### config.mk
export PLATFORM = sky130hd
export DESIGN_NAME = router_terminal_tx
export DESIGN_NICKNAME = d
export VERILOG_FILES = /design/src/rtl/router_terminal_tx.sv
export SDC_FILE = /design/constraint.sdc
export NUM_CORES = 1
export LEC_CHECK = 0
export BUFFER_PORTS_ARGS = -buffer_cell sky130_fd_sc_hd__buf_4
export CAP_MARGIN = 30
export CORE_MARGIN = 2
export CORE_UTILIZATION = 50
export CTS_CLUSTER_SIZE = 16
export DETAILED_ROUTE_END_ITERATION = 10
export PLACE_DENSITY_LB_ADDON = 0.12
export SLEW_MARGIN = 15
export SYNTH_ARGS = -nofsm -noshare
export SYNTH_HDL_FRONTEND = slang
export SYNTH_SLANG_ARGS = --single-unit
export TNS_END_PERCENT = 100
### constraint.sdc
create_clock -name clk -period 4.1 [get_ports clk]
set_clock_uncertainty 0.05 [all_clocks]
set_input_delay 0.615 -clock clk [delete_from_list [all_inputs] [get_ports clk]]
set_output_delay 0.615 -clock clk [all_outputs]
set_load 0.05 [all_outputs]
### src/rtl/router_terminal_tx.sv
// router_terminal_tx: terminal-side packet source FIFO feeding one router input port.
// Ports: clk, reset (async active-low); push/data_in from the local producer;
// popin from the router; data_out_i_in/pndng_i_in present the head packet;
// full/count report occupancy; ovf_cnt/self_cnt count dropped pushes (saturating);
// tx_cnt counts packets released to the router (wrapping).
module router_terminal_tx #(
  parameter int pckg_sz = 16,
  parameter int fifo_depth = 16,
  parameter logic [7:0] id = 8'd0,
  parameter logic [7:0] broadcast = 8'hFF
) (
  input  logic                          clk,
  input  logic                          reset,
  input  logic                          push,
  input  logic [pckg_sz-1:0]            data_in,
  input  logic                          popin,
  output logic [pckg_sz-1:0]            data_out_i_in,
  output logic                          pndng_i_in,
  output logic                          full,
  output logic [$clog2(fifo_depth):0]   count,
  output logic [15:0]                   ovf_cnt,
  output logic [15:0]                   self_cnt,
  output logic [15:0]                   tx_cnt
);
  localparam int aw = $clog2(fifo_depth);
  logic [pckg_sz-1:0] mem [fifo_depth];
  logic [aw-1:0] rd_ptr, wr_ptr;
  logic self_hit, do_pop, do_push;
  // A packet addressed to ourselves is dropped, unless our id is the broadcast id.
  always_comb begin
    self_hit = data_in[pckg_sz-1 -: 8] == id && id != broadcast;
    do_pop = popin && pndng_i_in;
    do_push = push && !self_hit && (!full || do_pop);
  end
  assign pndng_i_in = count != '0;
  assign full = count == (aw+1)'(fifo_depth);
  assign data_out_i_in = pndng_i_in ? mem[rd_ptr] : '0;
  always_ff @(posedge clk)
    if (do_push) mem[wr_ptr] <= data_in;
  always_ff @(posedge clk or negedge reset)
    if (!reset) begin
      rd_ptr <= '0;
      wr_ptr <= '0;
      count <= '0;
      ovf_cnt <= '0;
      self_cnt <= '0;
      tx_cnt <= '0;
    end else begin
      rd_ptr <= rd_ptr + aw'(do_pop);
      wr_ptr <= wr_ptr + aw'(do_push);
      count <= count + (aw+1)'(do_push) - (aw+1)'(do_pop);
      tx_cnt <= tx_cnt + 16'(do_pop);
      if (push && self_hit && self_cnt != '1) self_cnt <= self_cnt + 16'd1;
      if (push && !self_hit && !do_push && ovf_cnt != '1) ovf_cnt <= ovf_cnt + 16'd1;
    end
endmodule

==> impl_results.md, run 1 <==
- Status: finished clean
- Dpl ws: between 1 and 1.5 ns
- Die area: between 0.02 and 0.03 mm^2
- Worst-Skew Late Latency: 0.50 ns
- Layout Nets: 855
- TritonCTS clock tree: built
- Die H: 164 um
- Final Wtd Congestion: 0.852
- Reg2reg setup slack: 1.13 ns
- Vias/cell: 5.79
- Initial antenna violation count: 0
- DRC Markers: 0
- Bufs on Longest Clock Path: 3
- Ys flop type: edfxtp_1
- Final setup viols: 0
- Highest clock rate: 283 MHz
- First-pass GRT wire length: between 40000 and 50000 um
- CP delay by family, top: simple AND/OR/NAND/NOR gates
- IO Port Bufs: 90
- Top cells by count, synth: 256 x edfxtp_1, 62 x mux4_2, 61 x dfrtp_1
- Clk sinks: 317
- RSZ-0062 raised after global routing: false
- Lkg Pwr: 5.50 nW
- Vias: 6811
- Fillers: about 1900
- Reg2Reg Depth: 7
- Pwr dens: 706 mW/mm^2
- Share of layout cells above drive strength 1: 0.303
- CP max stage cell: nor2b_1
- Vias in the first global route: slightly below 7000
- Initial DRC count: ~570
- Crit path DAT: 2.87 ns
- Global route overflow: 0
- Number of buffers created by CTS: 34
- Largest net degree at the start of global routing: 62
- DP Wirelength: 16900 um
- Critical path buffer and inverter count: 2
- Area of the multi-input gates: 0.00338 mm^2
- Core ar.: 0.0251 mm^2
- Slew @ Worst Pin: 0.994 ns
- CTS resizes: 0
- Syn Nets: 720
- Storage cell area: 0.00922 mm^2
- Setup TNS: 0 ns
- Final ANT Viol Nets: 0
- Fin. Hold Viols: 0
- Antenna cells: 0
- Crit-path most repeated cell: buf_4
- Final min period: 3.53 ns
- Max_slew headroom: 0.336
- Hold WC Path Type: in2async
- Layout area overhead: 18.5%
- Cell Chain, Critical Path: nor2b_1 > buf_4 > a22oi_1 > a21oi_1 > buf_4
- Final WS setup: 0.567 ns
- CP endpoint kind: primary output
- Starting density of the core: 0.507
- Area share of the largest cell type after synthesis: 0.604
- Yosys warns: 0
- H-tree depth: 2
- Worst setup SP type: flop
- First-pass DRT Iterations: 7
- Worst flop-to-flop path endpoint: mem[2][10]
- WP data required: 3.43 ns
- Avg Cell Area, Syn: 18.6 um^2
- Max Cap Viol: 0
- Netlist cell types: 43
- Final wirelength: around 27000 um
- Syn Inst Count: 686
- Io pins: 91
- Critical-path maximum fanout: 12
- Synth async-reset ratio: 0.192
- Worst R2R Start: count[2]
- Cts hold-fix bufs: 0
- Rows: between 50 and 60
- Area contributors post-synth: edfxtp_1 60%, dfrtp_1 12%, mux4_2 11%
- Max stage delay on crit path: 0.85 ns
- Post-CTS setup buffers: 0
- Clock root buffer: clkbuf_16
- Worst ir drop on vdd: 0.712 mV
- Number of flops mapped to enable cells by yosys: 256
- Largest area contributor in the netlist: edfxtp_1
- Worst-path clk slew: about 0.06 ns
- Final count of pins violating max slew: 0
- Total Routing Usage GR: 0.207
- Chip Width: 164 um
- Kind of critical path: reg2out
- DR WL/cell: 22.8 um
- Number of synthesized register bits: between 300 and 400
- Fin crit share: 0.862
- Most numerous cell in the Yosys netlist: edfxtp_1
- Sequential area share after synthesis: 0.723
- Post-Syn Area: 0.0127 mm^2
report_power, final:
| group | internal [mW] | total, mW | switching (mW) |
|---|---|---|---|
| Sequential | 3.88 | 4.23 | 0.349 |
| Combinational | 1.38 | 3.50 | 2.13 |
| Clock | 1.73 | 2.91 | 1.18 |
flip-flops by register name, summed over array words and instances, names as in the netlist:
| register | cells |
|---|---|
| count | 5 |
| mem | 256 |
| ovf_cnt | 16 |
| rd_ptr | 4 |
| self_cnt | 16 |
| tx_cnt | 16 |
| wr_ptr | 4 |
how the worst max path moves through the flow:
| stage | depth (start not counted) | end | start |
|---|---|---|---|
| 2_1_floorplan | 6 | mem[4][0] | count[2] |
| 3_3_place_gp | 5 | data_out_i_in[13] | rd_ptr[1] |
| 3_5_place_dp | 5 | data_out_i_in[13] | rd_ptr[1] |
| 4_1_cts | 5 | data_out_i_in[13] | rd_ptr[1] |
| 5_1_grt | 5 | data_out_i_in[1] | rd_ptr[0] |
| 6_report | 5 | data_out_i_in[13] | rd_ptr[1] |
stage by stage:
stage / hold WS (ns) / util / total power, mW / std cells / instance area [um^2]
2_1_floorplan: 0.269 / - / 6.69 / 686 / 12700
3_3_place_gp: 0.412 / 0.558 / 7.78 / 1115 / 14000
3_5_place_dp: 0.433 / 0.558 / 7.84 / 1115 / 14000
4_1_cts: 0.163 / 0.601 / 10.8 / 1177 / 15100
5_1_grt: 0.195 / 0.601 / 11.1 / 1177 / 15100
6_report: 0.141 / 0.601 / 10.6 / 1177 / 15100
final cells by class:
class                           instances  area share
Sequential cell                       317       0.611
Multi-Input combinational cell        335       0.224
Clock buffer                           48      0.0648
Timing Repair Buffer                  125      0.0647
Tap cell                              330      0.0274
Clock inverter                         14     0.00655
Inverter                                8     0.00199
routing by layer:
metal / up-vias / track usage / routed length (um)
met5: - / 0 / 0
met4: 0 / 0.0443 / 346
met3: 28 / 0.0358 / 1690
met2: 213 / 0.339 / 13300
met1: 3538 / 0.296 / 11500
li1: 3032 / - / -
cell families (layout without fill, tap and decap cells):
group                    count (synthesis)  in the layout  synth area share
XOR/XNOR                                46             46            0.0316
adder cells (fa/ha/maj)                 14             14            0.0143
multiplexers                            74             74             0.120
buffers and inverters                   34            195            0.0137
flip-flops                             317            317             0.723
AO/OA/AOI/OAI                           55             55            0.0307
AND/OR/NAND/NOR                        146            146            0.0664
cell usage in the layout, fill, tap and decap left out, drive strengths merged, types with 5 or more instances in the layout:
master,netlist,routed
nor4,14,14
nor3,16,16
dfrtp,61,61
and4,5,5
edfxtp,256,256
nand2,21,21
xor2,30,30
nand2b,6,6
nor2,25,25
nand4,10,10
mux4,62,62
clkinv,0,10
ha,13,13
buf,16,125
a22oi,31,31
mux2,8,8
and3,6,6
xnor2,16,16
inv,8,9
clkbuf,10,48
nand3,23,23
a21oi,17,17
Note: power is estimated with default switching activity, not from simulation.
==> run 2: changes to the inputs <==
--- a/config.mk
+++ b/config.mk
@@ -11,3 +11,2 @@
 export CORE_UTILIZATION = 50
-export CTS_CLUSTER_SIZE = 16
 export DETAILED_ROUTE_END_ITERATION = 10
==> constraint.sdc (replaced) <==
create_clock -name clk -period 4.1 [get_ports clk]
set_clock_uncertainty 0.05 [all_clocks]
set_input_delay 0.41 -clock clk [delete_from_list [all_inputs] [get_ports clk]]
set_output_delay 0.41 -clock clk [all_outputs]
set_load 0.05 [all_outputs]
==> impl_results.md, run 2 (synthesis results as in run 1) <==
- Status: finished clean
- Highest clock rate: 303 MHz (+7.0%)
- Final Core Density: 0.601 (about the same)
- Share of layout cells above drive strength 1: 0.301 (-0.00271)
- Final ANT Viol Nets: 0 (unchanged)
- Die area: 0.0268 mm^2 (unchanged)
- RSZ-0062 raised after global routing: false
- Setup TNS: 0 ns (unchanged)
- Lkg Pwr: 5.49 nW (-0.16%)
- Final instance area: 0.0151 mm^2 (about the same)
- Reg2reg setup slack: 0.98 ns (-0.15 ns)
- Hold WC Path Type: in2reg
- Rows: 58 (unchanged)
- Final setup viols: 0 (unchanged)
- Post-CTS setup buffers: 0 (unchanged)
- H-tree depth: 2 (unchanged)
- Critical path buffer and inverter count: 2 (unchanged)
- First-pass DRT Iterations: 5 (-2)
- First-pass GRT wire length: 42300 um (+2.8%)
- Slew @ Worst Pin: 0.876 ns (-0.118 ns)
- Worst flop-to-flop path endpoint: mem[7][0]
- Final wirelength: 27300 um (+1.8%)
- Max_slew headroom: 0.416 (+0.0797)
- Crit path DAT: 2.84 ns (-0.03 ns)
- Vias: 6857 (+0.68%)
- Most frequent cells in the layout: 256 x edfxtp_1, 114 x buf_4, 62 x mux4_2
- Max stage delay on crit path: 0.65 ns (-0.20 ns)
- Worst setup SP type: flop
- Fin. Hold Viols: 0 (unchanged)
- Worst R2R Start: count[2]
- WP data required: 3.64 ns (+0.21 ns)
- Antenna cells: 0 (unchanged)
- Worst-Skew Late Latency: 0.50 ns (about the same)
- Area of the multi-input gates: 0.00338 mm^2 (unchanged)
- Starting density of the core: 0.507 (unchanged)
- CP delay by family, top: flip-flops
- Global route overflow: 0 (unchanged)
- Commonest non-fill, non-tap cell in the layout: edfxtp_1
- Critical-path maximum fanout: 50 (+38)
- DR WL/cell: 23.4 um (+2.6%)
- Fin crit share: 0.805 (-0.0567)
- Dpl ws: 1.01 ns (-0.0811 ns)
- Largest net degree at the start of global routing: 62 (unchanged)
- DRT met1 WL: 11500 um (+0.70%)
- Vias in the first global route: 7158 (+3.6%)
- TritonCTS clock tree: built
- Vias/cell: 5.87 (+1.5%)
- Initial antenna violation count: 0 (unchanged)
- Initial DRC count: 715 (+26%)
- Met3 routed WL: 1690 um (-0.12%)
- Worst Setup EP: data_out_i_in[6]
- CP endpoint kind: primary output
- Max Cap Viol: 0 (unchanged)
- Biggest register: mem
- Max FFs per register: 256 (unchanged)
- Io pins: 91 (unchanged)
- CP Depth: 5 (unchanged)
- Number of buffers created by CTS: 34 (unchanged)
- Crit. Startpoint: rd_ptr[0]
- Clk sinks: 317 (unchanged)
- Routed met2 length: 13500 um (+1.3%)
- Storage cell area: 0.00922 mm^2 (unchanged)
- Final WS setup: 0.799 ns (+0.233 ns)
- Core ar.: 0.0251 mm^2 (unchanged)
- Worst-path clk slew: 0.06 ns (about the same)
- Fillers: 1843 (-3.3%)
- Chip Width: 164 um (unchanged)
- Die H: 164 um (unchanged)
- Total power: 10.7 mW (+0.68%)
- CP max stage cell: dfrtp_4
- DP Wirelength: 17200 um (+1.6%)
- IO Port Bufs: 90 (unchanged)
- Bufs on Longest Clock Path: 3 (unchanged)
- Reg2Reg Depth: 7 (unchanged)
- Dpl cell area: 0.0140 mm^2 (-0.29%)
- Pwr dens: 710 mW/mm^2 (+0.69%)
- Cell Chain, Critical Path: buf_12 > mux4_2 > a22oi_1 > a21oi_1 > buf_4
- Kind of critical path: reg2out
- Final Wtd Congestion: 0.870 (+2.2%)
- DRC Markers: 0 (unchanged)
- Final count of pins violating max slew: 0 (unchanged)
- Highest routed metal layer: met4
- Total Routing Usage GR: 0.213 (+0.00574)
- Final min period: 3.30 ns (-0.233 ns)
- Layout area overhead: 18.5% (about the same)
- Layout Nets: 849 (-0.70%)
- Clock root buffer: clkbuf_16
- Worst ir drop on vdd: 0.638 mV (-10%)
run 2: changes by cell type in the layout (fill, tap and decap cells not counted), sizes merged:
cell,change
buf,-7
bufinv,+1
clkbuf,-1
clkinv,-2
clkinvlp,-1
dlygate4sd3,+1
run 2: per-layer routing:
metal	GRT usage	vias to the layer above
met2	0.345	249
met1	0.298	3548
met4	0.0598	0
met5	0	-
met3	0.0401	38
li1	-	3022
run 2: worst min-delay path by stage:
stage | startpoint | end | slack, ns | cells after the start
CTS | data_in[5] | mem[15][5] | 0.16 | 1
floorplan | reset | count[0] | 0.06 | 0
finish | data_in[5] | mem[12][5] | 0.18 | 1
detailed placement | tx_cnt[9] | tx_cnt[9] | 0.44 | 1
global route | data_in[5] | mem[12][5] | 0.18 | 1
global placement | tx_cnt[15] | tx_cnt[15] | 0.41 | 1
run 2: power by group:
part | total [mW] | switching [mW] | internal (mW) | leakage (nW)
clock network | 2.99 | 1.18 | 1.82 | 0.541
registers | 4.20 | 0.319 | 3.88 | 3.11
logic | 3.53 | 2.17 | 1.35 | 1.84
run 2: stage by stage:
stage,std cells,hold WS (ns)
after floorplan,686,0.0644
after global placement,1108,0.413
after detailed placement,1108,0.440
after CTS,1168,0.162
after global routing,1168,0.177
final,1168,0.178
run 2: final cells by class:
cell class / instances / share of cell area
repair buffers: 119 / 0.0627
inverters: 8 / 0.00199
clock inverters: 12 / 0.00738
flip-flops and latches: 317 / 0.611
clock buffers: 47 / 0.0658
well taps: 330 / 0.0274
multi-input cells: 335 / 0.224
run 2: repair_timing:
item | CTS | global route
hold buffers | 1 | 0
hold endpoints to repair | 61 | 0
resized for setup | 0 | 0
run 2: worst reg2reg max path, cell delays in order (launching register included):
cell	delay (ns)
dfrtp_1	0.38
inv_1	0.08
ha_1	0.22
and4bb_2	0.29
a221oi_2	0.57
nand3b_1	0.28
nor2_1	0.58
buf_4	0.37
==> run 3: changes to the inputs <==
clock period = 2.9 ns   (was 4.1 ns; I/O delays follow)
==> impl_results.md, run 3 (synthesis results as in run 1) <==
- Antenna cells: 0 (unchanged)
- Io pins: 91 (unchanged)
- Fillers: 1858 (+0.81%)
- Lkg Pwr: 5.58 nW (+1.7%)
- Critical-path maximum fanout: 21 (-58%)
- Die H: 164 um (unchanged)
- Chip Width: 164 um (unchanged)
- Die area: 0.0268 mm^2 (unchanged)
- Initial DRC count: 487 (-32%)
- Final ANT Viol Nets: 0 (unchanged)
- DRC Markers: 0 (unchanged)
- Pwr dens: 1000 mW/mm^2 (+41%)
- Max Cap Viol: 0 (unchanged)
- Worst ir drop on vdd: 0.800 mV (+25%)
- Fin crit share: 0.958
- Clk sinks: 317 (unchanged)
- Non-Filler Instances: 1188 (+1.7%)
- Slew @ Worst Pin: 0.763 ns (-0.113 ns)
- Share of layout cells above drive strength 1: 0.329 (+0.0280)
- Core ar.: 0.0251 mm^2 (unchanged)
- Crit-path most repeated cell: buf_12
- Hold WC Path Type: in2reg
- WP data required: 2.56 ns (-1.08 ns)
- RSZ-0062 raised after global routing: false
- Worst setup SP type: flop
- Cell Chain, Critical Path: buf_12 > buf_12 > mux4_2 > a22oi_1 > a21oi_1 > buf_4
- Initial antenna violation count: 0 (unchanged)
- Worst-path clk slew: 0.06 ns (about the same)
- Number of buffers created by CTS: 34 (unchanged)
- Layout area overhead: 19.9%
- Clock root buffer: clkbuf_16
- Final wirelength: 26800 um (-2.1%)
- TritonCTS clock tree: built
- Vias in the first global route: 7185 (+0.38%)
- DR WL/cell: 22.5 um (-3.8%)
- Final count of pins violating max slew: 0 (unchanged)
- CP max stage cell: mux4_2
- DP Wirelength: 16700 um (-3.0%)
- Placed insts: 1121 (+1.2%)
- IO Port Bufs: 90 (unchanged)
- Status: finished clean
- Crit path DAT: 2.44 ns (-0.40 ns)
- Most frequent cells in the layout: 256 x edfxtp_1, 127 x buf_4, 62 x mux4_2
- First-pass GRT wire length: 41800 um (-1.2%)
- Final Core Density: 0.608 (+0.00708)
- CP endpoint kind: primary output
- Largest net degree at the start of global routing: 62 (unchanged)
- Fin. Hold Viols: 0 (unchanged)
- Dpl ws: 0.305 ns (-0.702 ns)
- Final instance area: 0.0153 mm^2 (+1.2%)
- Final Wtd Congestion: 0.847 (-2.7%)
- Final setup viols: 0 (unchanged)
- Layout Nets: 866 (+2.0%)
- Vias: 6973 (+1.7%)
- Final min period: around 2.8 ns
- Dpl cell area: 0.0141 mm^2 (+1.2%)
- Starting density of the core: 0.507 (unchanged)
- Max FFs per register: 256 (unchanged)
- Bufs on Longest Clock Path: 3 (unchanged)
- H-tree depth: 2 (unchanged)
- Global route overflow: 0 (unchanged)
- Worst-Skew Late Latency: 0.50 ns (about the same)
- Biggest register: mem
- Max stage delay on crit path: 0.52 ns (-0.13 ns)
- Highest clock rate: 360 MHz
- Total power: 15.3 mW (+42%)
- Total Routing Usage GR: 0.209 (-0.00358)
- Commonest non-fill, non-tap cell in the layout: edfxtp_1
- First-pass DRT Iterations: 5 (unchanged)
- Kind of critical path: reg2out
- Rows: 58 (unchanged)
- Vias/cell: 5.87 (about the same)
- Final WS setup: 0.121 ns (-0.679 ns)
- Max_slew headroom: 0.492 (+0.0755)
-- run 3: changes by cell type in the layout (fill, tap and decap cells not counted), moves of 3 or more --
cell      change
clkbuf_8      -3
nor2_2        +9
buf_12        +3
nor2_1        -9
nor3_4        +3
buf_4        +13
clkbuf_1      +3
nor3_2        -3
clkinv_2      +5
-- run 3: final timing paths --
path,to,start,slack (ns),cells after the start
min in group asynchronous,tx_cnt[13],reset,0.34,2
worst min register to register,tx_cnt[15],tx_cnt[15],0.43,1
worst max-delay path,data_out_i_in[3],rd_ptr[0],0.12,6
worst max register to register,mem[10][11],count[2],0.29,7
worst min-delay path,mem[1][1],data_in[1],0.04,1
max in group asynchronous,rd_ptr[0],reset,1.86,2
-- run 3: power breakdown --
group | internal, mW | leakage, nW | switching, mW
Sequential | 5.49 | 3.11 | 0.324
Clock | 2.42 | 0.524 | 1.66
Combinational | 2.11 | 1.95 | 3.26
-- run 3: repair_timing --
action                                  4_1_cts  5_1_grt
resized for setup                             0        1
hold endpoints to repair                     61        0
cloned                                        0        0
endpoints found under the setup margin       12        1
hold buffers                                  1        0
setup buffers                                 4        0
-- run 3: per-layer routing --
layer  routed length, um  GRT usage  up-vias
met2               13300      0.345      215
li1                    -          -     3058
met1               11400      0.291     3656
met3                1510     0.0381       44
met5                   0          0        -
met4                 552     0.0530        0
-- run 3: worst max-delay path: cells and delay by family (launching register included) --
| kind | cells | cell delay, ns |
|---|---|---|
| buffers and inverters | 3 | 0.55 |
| muxes | 1 | 0.52 |
| DFF | 1 | 0.43 |
| AOI/OAI and AO/OA | 2 | 0.42 |
-- run 3: layout make-up --
cell class | count | area, um^2 | share of cell area
Sequential cell | 317 | 9220 | 0.604
Multi-Input combinational cell | 335 | 3420 | 0.224
Timing Repair Buffer | 136 | 1120 | 0.0733
Clock buffer | 47 | 963 | 0.0631
Tap cell | 330 | 413 | 0.0270
Clock inverter | 15 | 97.6 | 0.00639
Inverter | 8 | 30.0 | 0.00197
-- run 3: per-stage QoR --
stage	TNS (ns)	hold WS, ns
after floorplan	-2.75	-0.0556
final	0	0.0368
after CTS	0	0.0196
after global placement	0	0.352
after detailed placement	0	0.365
after global routing	0	0.0320
